===== src/rtl/load_store_unit.sv =====
// Load/store unit: turns a single-cycle load/store request into a valid/ready bus access with byte strobes,
// load extension, core stall and a wait timeout. Define LSU_MISALIGN_EN to trap misaligned accesses without a bus cycle.
module load_store_unit #(
    parameter int unsigned TIMEOUT = 15
) (
    input  logic        clk,
    input  logic        rst,
    input  logic        mem_req,
    input  logic        memwrite,
    input  logic [2:0]  funct3,
    input  logic [31:0] addr,
    input  logic [31:0] wdata,
    output logic [31:0] readdata,
    output logic        stall,
    output logic        bus_err,
    output logic        misalign,
    output logic        bus_valid,
    output logic        bus_we,
    output logic [31:0] bus_addr,
    output logic [31:0] bus_wdata,
    output logic [3:0]  bus_wstrb,
    input  logic        bus_ready,
    input  logic [31:0] bus_rdata
);

    typedef enum logic [1:0] {IDLE, BUSY, DONE} state_t;

    localparam logic [7:0] TIMEOUT_LAST = 8'(TIMEOUT - 1);

    state_t      state_q, state_d;
    logic [31:0] addr_q, addr_d;
    logic [2:0]  funct3_q, funct3_d;
    logic        we_q, we_d;
    logic [31:0] wdata_q, wdata_d;
    logic [3:0]  wstrb_q, wstrb_d;
    logic [7:0]  cnt_q, cnt_d;
    logic [31:0] readdata_q, readdata_d;
    logic        err_q, err_d;
    logic        mis_q, mis_d;

    logic [31:0] lane_wdata;
    logic [3:0]  lane_wstrb;
    logic [31:0] load_ext;
    logic [31:0] byte_word;
    logic [15:0] half_sel;
    logic        misaligned_req;

    // funct3[1:0]: 00 byte, 01 half, anything else is treated as a full word
    always_comb begin
        lane_wdata = wdata;
        lane_wstrb = 4'b1111;
        case (funct3[1:0])
            2'b00: begin
                lane_wdata = {4{wdata[7:0]}};
                lane_wstrb = 4'b0001 << addr[1:0];
            end
            2'b01: begin
                lane_wdata = {2{wdata[15:0]}};
                lane_wstrb = 4'b0011 << {addr[1], 1'b0};
            end
            default: begin
                lane_wdata = wdata;
                lane_wstrb = 4'b1111;
            end
        endcase
    end

    always_comb begin
        byte_word = bus_rdata >> {addr_q[1:0], 3'b000};
        half_sel  = addr_q[1] ? bus_rdata[31:16] : bus_rdata[15:0];
        case (funct3_q)
            3'b000:  load_ext = {{24{byte_word[7]}}, byte_word[7:0]};
            3'b001:  load_ext = {{16{half_sel[15]}}, half_sel};
            3'b100:  load_ext = {24'h0, byte_word[7:0]};
            3'b101:  load_ext = {16'h0, half_sel};
            default: load_ext = bus_rdata;
        endcase
    end

`ifdef LSU_MISALIGN_EN
    assign misaligned_req = ((funct3[1:0] == 2'b01) && addr[0]) ||
                            (funct3[1] && (addr[1:0] != 2'b00));
`else
    assign misaligned_req = 1'b0;
`endif

    always_comb begin
        state_d    = state_q;
        addr_d     = addr_q;
        funct3_d   = funct3_q;
        we_d       = we_q;
        wdata_d    = wdata_q;
        wstrb_d    = wstrb_q;
        cnt_d      = cnt_q;
        readdata_d = readdata_q;
        err_d      = 1'b0;
        mis_d      = 1'b0;
        case (state_q)
            IDLE: begin
                if (mem_req) begin
                    addr_d   = addr;
                    funct3_d = funct3;
                    we_d     = memwrite;
                    wdata_d  = lane_wdata;
                    wstrb_d  = memwrite ? lane_wstrb : 4'b0000;
                    cnt_d    = 8'd0;
                    if (misaligned_req) begin
                        state_d    = DONE;
                        mis_d      = 1'b1;
                        readdata_d = 32'h0;
                    end else begin
                        state_d = BUSY;
                    end
                end
            end
            BUSY: begin
                if (bus_ready) begin
                    state_d    = DONE;
                    readdata_d = we_q ? 32'h0 : load_ext;
                end else if (cnt_q == TIMEOUT_LAST) begin
                    state_d    = DONE;
                    err_d      = 1'b1;
                    readdata_d = 32'h0;
                end else begin
                    cnt_d = cnt_q + 8'd1;
                end
            end
            DONE:    state_d = IDLE;
            default: state_d = IDLE;
        endcase
    end

    always_ff @(posedge clk or negedge rst) begin
        if (!rst) begin
            state_q    <= IDLE;
            addr_q     <= 32'h0;
            funct3_q   <= 3'b000;
            we_q       <= 1'b0;
            wdata_q    <= 32'h0;
            wstrb_q    <= 4'b0000;
            cnt_q      <= 8'd0;
            readdata_q <= 32'h0;
            err_q      <= 1'b0;
            mis_q      <= 1'b0;
        end else begin
            state_q    <= state_d;
            addr_q     <= addr_d;
            funct3_q   <= funct3_d;
            we_q       <= we_d;
            wdata_q    <= wdata_d;
            wstrb_q    <= wstrb_d;
            cnt_q      <= cnt_d;
            readdata_q <= readdata_d;
            err_q      <= err_d;
            mis_q      <= mis_d;
        end
    end

    assign stall     = ((state_q == IDLE) && mem_req) || (state_q == BUSY);
    assign bus_valid = (state_q == BUSY);
    assign bus_we    = we_q;
    assign bus_addr  = {addr_q[31:2], 2'b00};
    assign bus_wdata = wdata_q;
    assign bus_wstrb = wstrb_q;
    assign readdata  = readdata_q;
    assign bus_err   = err_q;
    assign misalign  = mis_q;

endmodule


===== config.mk =====
export PLATFORM = sky130hd
export DESIGN_NAME = load_store_unit
export DESIGN_NICKNAME = d
export VERILOG_FILES = /design/src/rtl/load_store_unit.sv
export SDC_FILE = /design/constraint.sdc
export NUM_CORES = 1
export LEC_CHECK = 0
export ABC_AREA = 1
export CAP_MARGIN = 20
export CORE_MARGIN = 8
export CORE_UTILIZATION = 41
export CTS_CLUSTER_DIAMETER = 200
export DETAILED_ROUTE_END_ITERATION = 6
export GPL_TIMING_DRIVEN = 0
export HOLD_SLACK_MARGIN = 0.15
export PLACE_DENSITY_LB_ADDON = 0.12
export SLEW_MARGIN = 20
export SYNTH_ARGS = -nofsm -noshare
export SYNTH_HDL_FRONTEND = slang
export SYNTH_SLANG_ARGS = --single-unit

===== constraint.sdc =====
create_clock -name clk -period 1.35 [get_ports clk]
set_input_delay 0.2025 -clock clk [delete_from_list [all_inputs] [get_ports clk]]
set_output_delay 0.2025 -clock clk [all_outputs]
set_load 0.02 [all_outputs]

==> metrics.txt, run 1 <==
Setup CP Type=flip-flop to output port; crit path time final=1.60 ns; Required @ worst endpoint=1.15 ns; sink of the worst hold path=funct3_q[1]; gr ovfl total=0; die area=0.0180 mm^2; hold path cells=3; I/O pin count=209; antenna-violating nets left=0; placement-stage cell area=0.00802 mm^2; Setup-failing EPs final=97; critical-path maximum fanout=2; port bufs=204; pin count of the biggest net entering global routing=77; CTS root buf=clkbuf_16; overall routed net length=19900 um; DP HPWL=13900 um; Final WS setup=-0.246 ns; worst skew pair latency=0.41 ns; violated checks=negative setup slack; PwrDens=2310 mW/mm^2; Chip Height=134 um; wire length of the first global-routing pass=29900 um; Sink Count=115; clock buffer depth=2; Place WS=-0.744 ns; Layout Area Growth over Synthesis=67.5%; Antenna diodes=0; RR Endpoint=bus_wdata[28]; Post-Syn Area per Cell=8.03 um^2; largest area contributor in the netlist=dfrtp_1; antenna violations before repair=0; drt drc=0; RSZ-0062 raised after global routing=true; Final Hold Slack=0.206 ns; ys flop type=dfrtp_1; total track usage=21.0%; Starting Density=41.5%; Leak Pwr=4.68 nW; Synth area leaders=dfrtp_1 50%, nand2_1 19%, buf_4 4.7%, a21oi_1 3.1%, o21ai_1 3.0%; clock-pin transition on the worst setup and hold timing paths=0.05 ns; Setup crit end kind=output port; drt via density=4.91; reg2reg setup slack=-0.16 ns; fin nets=1088; Inserted Clock Buffers=17; Pre-antenna DRT Iters=5; post-synthesis cell area=0.00572 mm^2; Cell variety after synth=36; Final Max Tran Viols=0; Worst Path Arrival=1.39 ns; core area=0.0138 mm^2; Max Cap Viol=0; H-tree depth=4; Final Cell Area=0.00958 mm^2; sequential share of the synthesized area=50.3%; EDFF count, synth=0; setup tns final=-8.75 ns; Post-Syn Instances=712; commonest cells after routing, fill and taps aside=260 x nand2_1, 110 x dfrtp_1, 101 x clkdlybuf4s50_1, 60 x buf_4, 40 x clkdlybuf4s15_1; placer congestion estimate=0.833; die width=134 um; CTS tree=yes; row count=43; Peak Freq=0.626 GHz; post-synthesis async set-or-reset flop share=100%; Final Util=69.5%; DR WL/cell=17.0 um; worst hold start=funct3[1]; YS warnings=0; fin crit share=118%; #FFs+latches synth=115; share of layout cells above drive strength 1=29.8%; Hold Vio Cnt, Final=0; measured slew at the worst slew-check pin=0.504 ns; Tightest Hold Check Type=primary input to flip-flop; FF-to-FF Start=state_q[0]; number of global-route vias before repair=5870; leading cell type in the layout, fill and taps excluded=nand2_1; Synth top area share=50.3%; worst clock skew=0.00575 ns; Slew Limit Headroom=66.3%; via count=5772; Peak VDD IR=0.00109 V; R2R cell count=8; outcome=complete, but fails checks; Initial DRC Count=395; Critical Path Start Type=flip-flop
==> layer usage <==
layer  vias up  GRT usage (%)  share of wire (%)
li1       2773              -                  -
met1      2748           23.7                 39
met2       203           34.7                 50
met3        48           8.41                8.5
met4         0           8.23                2.6
met5         -              0                  0
==> how the worst max path moves through the flow <==
stage	startpoint	endpoint	slack, ns	cells after the start
6_report	state_q[0]	stall	-0.25	6
5_1_grt	state_q[0]	stall	-0.32	6
4_1_cts	state_q[1]	stall	-0.27	6
3_5_place_dp	mem_req	stall	-0.74	6
3_3_place_gp	rst	addr_q[14]	-4.49	1
2_1_floorplan	cnt_q[0]	readdata[8]	0.04	8
==> cell families after synthesis <==
| logic type | share of synthesized area [%] |
|---|---|
| adders and majority gates | 0.437 |
| AOI/OAI and AO/OA | 9.21 |
| other | 0.0656 |
| buffers and inverters | 10.4 |
| DFF | 50.3 |
| and+or+nand+nor | 29.1 |
| xor gates and xnor gates | 0.460 |
==> sequential cells by signal, summed over array words and instances (netlist names) <==
signal and cells:
addr_q 32, bus_wdata 32, readdata 32, cnt_q 8, bus_wstrb 4, funct3_q 3, state_q 2, bus_err 1
bus_we 1
==> cells in the mapped netlist, types with 6 or more instances <==
master / n
nand2_1: 285
dfrtp_1: 115
nor2_1: 45
buf_4: 36
a21oi_1: 35
o21ai_1: 34
inv_1: 31
nand3_1: 21
buf_2: 18
nand3_2: 11
o21ai_0: 10
clkbuf_1: 8
inv_2: 8
a31oi_1: 7
o211ai_1: 7
or2_1: 6
==> stage by stage <==
stage / power [mW] / cells
6_report: 22.1 / 1175
3_3_place_gp: 15.8 / 1098
2_1_floorplan: 11.6 / 714
4_1_cts: 20.6 / 1147
3_5_place_dp: 16.1 / 1099
5_1_grt: 23.4 / 1175
==> worst max-delay path: stages (launching register included) <==
cell	delay, ns
dfrtp_1	0.38
nor2_2	0.12
nand2_2	0.09
buf_6	0.12
buf_6	0.11
nand2_2	0.05
buf_6	0.12
==> final cells by class <==
cell class | instances | area [um^2]
Clock buffer | 21 | 460
Clock inverter | 11 | 110
Tap cell | 180 | 225
Fill cell | 1129 | 4190
Buffer | 64 | 606
Sequential cell | 115 | 2880
Multi-Input combinational cell | 492 | 2680
Inverter | 42 | 175
Timing Repair Buffer | 250 | 2440
==> where the power goes <==
| part | switching (mW) | leakage [nW] | total [mW] | internal, mW |
|---|---|---|---|---|
| clock network | 1.57 | 0.282 | 4.35 | 2.78 |
| logic | 6.60 | 2.96 | 12.0 | 5.35 |
| registers | 0.923 | 1.43 | 5.82 | 4.90 |
==> timing repair <==
action | 4_1_cts | 5_1_grt
pin swaps | 12 | 14
cloned | 1 | 10
resized for setup | 297 | 160
setup endpoints to repair | 201 | 154
buffers inserted | 15 | 18
hold buffers | 1 | 0
endpoints found under the hold margin | 115 | 0
(Power assumes the default switching activity.)
==> run 2, diff against run 1 <==
- CORE_UTILIZATION: 41 -> 45
- clock period: 1.35 -> 1.6 ns (I/O delays scaled with it)
==> run 2 against run 1 <==
Net effect: the run now ends clean; critical path depth down 1; largest cell class is now registers; total power down 26%; clock power down 22%; critical endpoint unchanged; flip-flop and latch count unchanged; first-iteration DRC count up 1.8%; hold slack better by 0.013 ns; via count down 3.6%; cell count down 3.9%; count of clock-buffer cells in the layout up 6; register-to-register slack better by 0.28 ns; global-route usage up 1.2 points; sequential share of layout area up 3.6 points.
==> metrics.txt, run 2 (same netlist as run 1, synthesis figures left out) <==
outcome=finished, final reports clean; Final Max Tran Viols=0 (unchanged); Peak VDD IR=0.00104 V (-3.9%); Starting Density=45.7% (+4.2 points); leading cell type in the layout, fill and taps excluded=nand2_1; FF+latch area=0.00288 mm^2 (-0.22%); Setup crit end kind=output port; total track usage=22.2% (+1.2 points); placer congestion estimate=0.851 (+2.1%); worst skew pair latency=0.42 ns (about the same); Slew Limit Headroom=62.0% (-4.4 points); fin crit share=99.6%; routing usage on met2=36.0% (+1.3 points); Tot Pwr=16.3 mW (-26%); Layout Area Growth over Synthesis=49.1%; Critical Path Start Type=flip-flop; Leak Pwr=4.38 nW (-6.4%); FF-to-FF Start=cnt_q[0]; PwrDens=1910 mW/mm^2 (-17%); worst hold start=funct3[1]; wire length of the first global-routing pass=28600 um (-4.2%); via count=5565 (-3.6%); DP HPWL=13700 um (-1.5%); fill count=1129 (unchanged); die width=129 um (-4.0%); antenna violations before repair=0 (unchanged); drt via density=4.93 (+0.34%); core area=0.0125 mm^2 (-9.1%); share of layout cells above drive strength 1=13.6% (-16 points); measured slew at the worst slew-check pin=0.568 ns (+0.0646 ns); worst clock skew=0.00518 ns (-0.000578 ns); Hold Vio Cnt, Final=0 (unchanged); H-tree depth=4 (unchanged); Tightest Hold Check Type=primary input to flip-flop; Pre-antenna DRT Iters=5 (unchanged); commonest cells after routing, fill and taps aside=283 x nand2_1, 115 x dfrtp_1, 101 x clkdlybuf4s50_1, 100 x dlygate4sd2_1, 44 x nor2_1; clock-pin transition on the worst setup and hold timing paths=0.05 ns (about the same); Final WS setup=0.00583 ns (+0.252 ns); Final Util=68.1% (-1.4 points); I/O pin count=209 (unchanged); gr ovfl total=0 (unchanged); antenna-violating nets left=0 (unchanged); GR Layer Usage met3=9.39% (+0.98 points); crit path time final=1.59 ns; overall routed net length=18000 um (-10%); Worst Path Arrival=1.35 ns (-0.04 ns); Peak Freq=0.627 GHz; Max Cap Viol=0 (unchanged); critical-path maximum fanout=5 (+3); row count=41 (-4.7%); CTS root buf=clkbuf_16; port bufs=204 (unchanged); RSZ-0062 raised after global routing=true; Setup-failing EPs final=0 (-100%); Required @ worst endpoint=1.36 ns (+0.21 ns); Sink Count=115 (unchanged); clock buffer depth=2 (unchanged); CTS tree=yes; drt drc=0 (unchanged); Critical Path Source=state_q[0]; die area=0.0166 mm^2 (-7.8%); Top Usage Layer GRT=met2; Chip Height=129 um (-4.0%); DR WL/cell=15.9 um (-6.3%); met1 Usage GRT=25.3% (+1.6 points); fin nets=1050 (-3.5%); Setup CP Type=flip-flop to output port; Initial DRC Count=402 (+1.8%); area taken by multi-input logic gates=0.00228 mm^2 (-15%); Antenna diodes=0 (unchanged); pin count of the biggest net entering global routing=69 (-10%); Place WS=-0.580 ns (+0.164 ns); number of global-route vias before repair=5687 (-3.1%); Inserted Clock Buffers=17 (unchanged)
[run 2: timing repair]
| action | 4_1_cts | 5_1_grt |
|---|---|---|
| gates cloned | 0 | 1 |
| resized for setup | 112 | 12 |
| buffers inserted | 0 | 5 |
| pin swaps | 0 | 2 |
| setup endpoints to repair | 102 | 30 |
| hold endpoints to repair | 47 | 0 |
| hold buffers | 1 | 0 |
[run 2: critical path, cell delays in order, from the launching register on]
cell and delay [ns]:
dfrtp_1 0.38, nor2_2 0.16, nand2_4 0.10, buf_12 0.14, nand2_4 0.04, buf_6 0.12
[run 2: through the flow]
step	hold WS (ns)	cell area, um^2	instances	TNS (ns)
global placement	0.462	7980	1090	-486.93
global route	0.256	8530	1129	-0.0535
detailed placement	0.209	8010	1091	-4.99
finish	0.219	8530	1129	0
floorplan	-0.0556	5730	714	0
CTS	0.220	8420	1123	-0.118
[run 2: area by class of cell]
cell class              instances  area share [%]
inverters                      42            1.91
clock buffers                  27            5.90
multi-input cells             492            26.7
clock inverters                 5           0.293
flip-flops and latches        115            33.7
repair buffers                212            23.7
plain buffers                  64            5.25
well taps                     172            2.52
[run 2: per-layer routing]
layer  share of wire, %  wire length, um
met4                2.4              430
met5                  0                0
met2                 48             8660
met3                9.5             1700
met1                 40             7170
[run 2: path summary, 6_finish.rpt]
| kind | end | slack, ns | cells past startpoint |
|---|---|---|---|
| max in group asynchronous | addr_q[13] | 0.57 | 3 |
| hold / removal | funct3_q[1] | 0.22 | 3 |
| hold reg to reg | bus_wdata[2] | 0.47 | 2 |
| setup reg to reg | readdata[1] | 0.12 | 8 |
| setup / recovery | stall | 0.006 | 5 |
| min in group asynchronous | addr_q[24] | 0.34 | 2 |
[run 2: power by group]
| part | switching [mW] | leakage [nW] | internal [mW] |
|---|---|---|---|
| clock network | 1.27 | 0.265 | 2.13 |
| registers | 0.738 | 1.44 | 4.13 |
| logic | 4.80 | 2.67 | 3.22 |
| total | 6.81 | 4.38 | 9.48 |
==> variant 1 (flow settings as in run 2) <==
`wdata_q` no longer has a reset.
--- a/src/rtl/load_store_unit.sv
+++ b/src/rtl/load_store_unit.sv
@@ -138,3 +138,2 @@
             we_q       <= 1'b0;
-            wdata_q    <= 32'h0;
             wstrb_q    <= 4'b0000;
@@ -149,3 +148,2 @@
             we_q       <= we_d;
-            wdata_q    <= wdata_d;
             wstrb_q    <= wstrb_d;
@@ -156,2 +154,6 @@
         end
+    end
+
+    always_ff @(posedge clk) begin
+        wdata_q <= wdata_d;
     end
Behaviour: not the same (a bounded check fails within 4 cycles, from zero or initial values and one cycle with rst low).
==> variant 1 against run 2 <==
Final area down 0.34%. Sequential cell count unchanged. Routed wire length down 3.1%. Count of clock-buffer cells in the layout down 1. Utilization up 2.0 points. Synthesized area down 2.0%. Global-route usage down 1.3 points. Total power down 14%. Setup slack better by 0.00077 ns. Clock skew up 0.0023 ns. Critical path type is now flop to flop. Largest power group unchanged.
==> variant 1: results (changes against run 2) <==
Register-to-Register Path Depth=9 (+1); count of placed standard cells in the final layout, fillers left out=1075 (-4.8%); met2 wire len=8667 um (+0.13%); vias in the first global route=5487 (-3.5%); Post-Place Worst Slack=-0.2939 ns (+0.2859 ns); Max rail drop VDD=921.2 uV (-12%); overall fraction of global-route tracks in use=20.85% (-1.3 points); GR Util met1=22.56% (-2.7 points); largest fanout on the critical path=4 (-1); post-route clock skew=0.007473 ns (+0.002298 ns); share of post-route cells with drive strength above 1=14.55% (+0.97 points); met3 wire length=1788 um (+5.3%); met2 demand-to-capacity share in global routing=35.10% (-0.90 points); setup ws final=0.006595 ns (+0.0007666 ns); Arrival @ worst endpoint=1.87 ns (+0.52 ns); placed cell area=7893 um2 (-1.5%); Routed met1 length=6542 um (-8.8%); final worst hold slack=0.3132 ns (+0.09418 ns); status=finished clean; routed wire length=17400 um (-3.1%); met3 Resource Use GR=9.318% (-0.074 points); final net count=1001 (-4.7%); share of synthesized flip-flops with an asynchronous set or reset=72.17% (-28 points); cells taking the most area after synthesis=sky130_fd_sc_hd__dfrtp_1 (37%), sky130_fd_sc_hd__edfxtp_1 (17%), sky130_fd_sc_hd__nand2_1 (15%); Site Rows=40 (-2.4%); top cells by count, synth=sky130_fd_sc_hd__nand2_1 (226), sky130_fd_sc_hd__dfrtp_1 (83), sky130_fd_sc_hd__nand3_1 (60); worst hold path type=primary input to asynchronous set/reset pin; count of mapped cells out of synthesis=655 (-8.0%); number of flops mapped to enable cells by yosys=32 (+32); half-perimeter wire length of the detailed placement result=13070 um (-4.3%); wire length of the first global-routing pass=26880 um (-6.1%); P_leak=4.180 nW (-4.5%); weighted congestion reported at the end of routability-driven placement=0.8298 (-2.5%); family of cells with the greatest summed delay on the critical path=simple AND/OR/NAND/NOR gates; delay of the slowest critical-path stage=0.40 ns (+0.02 ns); Via Count=5303 (-4.7%); largest net degree at the start of global routing=54 (-22%); count of cell types in the netlist=39 (+8.3%)
==> variant 1: timing repair <==
item	4_1_cts	5_1_grt
gates resized for setup	108	23
setup endpoints to repair	145	74
hold buffers	1	0
cloned	0	2
pin swaps	2	6
endpoints found under the hold margin	30	0
setup buffers	4	7
==> variant 1: cell type report <==
class / instances / area, um2
buffer: 59 / 410.4
clock buffer: 26 / 479.2
clock inverter: 5 / 55.05
fill: 1028 / 3612
inverter: 39 / 151.4
multi-input combinational: 445 / 2078
sequential: 115 / 3039
tap: 168 / 210.2
timing repair buffer: 218 / 2076
==> variant 1: report_power, final <==
group,switching [mW],internal (mW)
Combinational,3.55,2.49
Sequential,0.536,4.02
Clock,1.25,2.20
==> variant 1: cell families (layout without fill, tap and decap cells) <==
kind of cell	after synthesis	count (layout)	share of synthesized area [%]
and+or+nand+nor	353	354	27.14
DFF	115	115	54.20
buffers and inverters	98	347	9.687
AOI/OAI and AO/OA	84	84	8.147
adders and majority gates	2	2	0.4464
xor gates and xnor gates	2	2	0.3126
other	1	3	0.06690
==> variant 2 (config.mk and constraints of run 2) <==
Made on the original files. The option `LSU_MISALIGN_EN` is turned on by a define.
--- a/src/rtl/load_store_unit.sv
+++ b/src/rtl/load_store_unit.sv
@@ -2,2 +2,4 @@
 // load extension, core stall and a wait timeout. Define LSU_MISALIGN_EN to trap misaligned accesses without a bus cycle.
+`define LSU_MISALIGN_EN
+
 module load_store_unit #(
Behaviour: not the same (a bounded check fails within 4 cycles, from zero or initial values and one cycle with rst low).
==> variant 2 against run 2 <==
Synthesized area grew 1.4%. Routed wire length grew 1.2%. Setup slack gained 0.013 ns. Clock power grew 4%. Via count grew 0.41%. Final area grew 0.94%. Sequential cell count grew 1. Total power shrank 0.95%. Largest cell class unchanged. Highest routed layer unchanged.
==> variant 2: results (changes against run 2) <==
met3 Resource Use GR=10.19% (+0.80 points); setup ws final=0.01844 ns (+0.01261 ns); Register-to-Register Path Depth=5 (-3); met2 demand-to-capacity share in global routing=34.10% (-1.9 points); largest fanout on the critical path=9 (+4); largest net degree at the start of global routing=63 (-8.7%); top cells by count, synth=sky130_fd_sc_hd__nand2_1 (285), sky130_fd_sc_hd__dfrtp_1 (116), sky130_fd_sc_hd__a21oi_1 (52); via/cell ratio=4.838 (-1.8%); buffers added on ports=205 (+0.49%); Seq/Total Area, Yosys=50.05% (-0.26 points); setup fix buffers added after clock tree synthesis=4 (+4); R2R Path Start=funct3_q[1]; area taken by multi-input logic gates=2322 um2 (+1.9%); Reg-to-Reg End=readdata[28]; met3 wire length=1953 um (+15%); Fillers=1098 (-2.7%); post-route clock skew=0.009347 ns (+0.004172 ns); GR Util met1=26.74% (+1.4 points); delay of the slowest critical-path stage=0.41 ns (+0.03 ns); cell-internal power=9.486 mW (about the same); Placed Cells=1119 (+2.6%); share of post-route cells with drive strength above 1=13.63% (+0.048 points); actual transition at the worst max-transition pin=0.5380 ns (-0.03043 ns); starting DRC count in detailed routing=356 (-11%); count of mapped cells out of synthesis=740 (+3.9%); Post-Place Worst Slack=-0.3432 ns (+0.2366 ns); half-perimeter wire length of the detailed placement result=13670 um (about the same); terminating pin of the worst hold path=funct3_q[0]; status=finished clean; vias in the first global route=5581 (-1.9%); Routed met1 length=7474 um (+4.2%); post-cts sizing count=113 (+0.89%); Hold Crit Start=funct3[0]; count of placed standard cells in the final layout, fillers left out=1155 (+2.3%); placed cell area=8099 um2 (+1.1%); weighted congestion reported at the end of routability-driven placement=0.8373 (-1.6%); cells taking the most area after synthesis=sky130_fd_sc_hd__dfrtp_1 (50%), sky130_fd_sc_hd__nand2_1 (18%), sky130_fd_sc_hd__a21oi_1 (4.5%); Post-Synth XOR/XNOR Area=0.3020% (-0.16 points); slack of the worst reg-to-reg path=0.09 ns (-0.03 ns)
==> variant 2: changes by cell type after synthesis, sizes merged, moves of 5 or more <==
| cell | before | now |
|---|---|---|
| a21oi | 36 | 53 |
| a31oi | 7 | 0 |
| buf | 57 | 52 |
| clkbuf | 8 | 14 |
| nand2 | 289 | 312 |
| nand3 | 34 | 24 |
| o21ai | 44 | 53 |
| o221ai | 0 | 5 |
| or2 | 6 | 0 |
==> variant 2: power by group through the flow <==
stage	registers (mW)	clock network [mW]	logic, mW
floorplan	5.82	0	3.80
global placement	4.91	0	8.38
detailed placement	4.93	0	8.46
CTS	4.89	3.60	7.74
global route	5.05	3.73	8.46
finish	4.89	3.54	7.70
==> variant 2: area by class of cell <==
type,instances,share of cell area (%)
Sequential cell,116,33.74
Timing Repair Buffer,213,23.34
Tap cell,172,2.500
Clock inverter,5,0.5814
Inverter,45,2.049
Clock buffer,24,5.828
Buffer,66,4.985
Multi-Input combinational cell,514,26.98
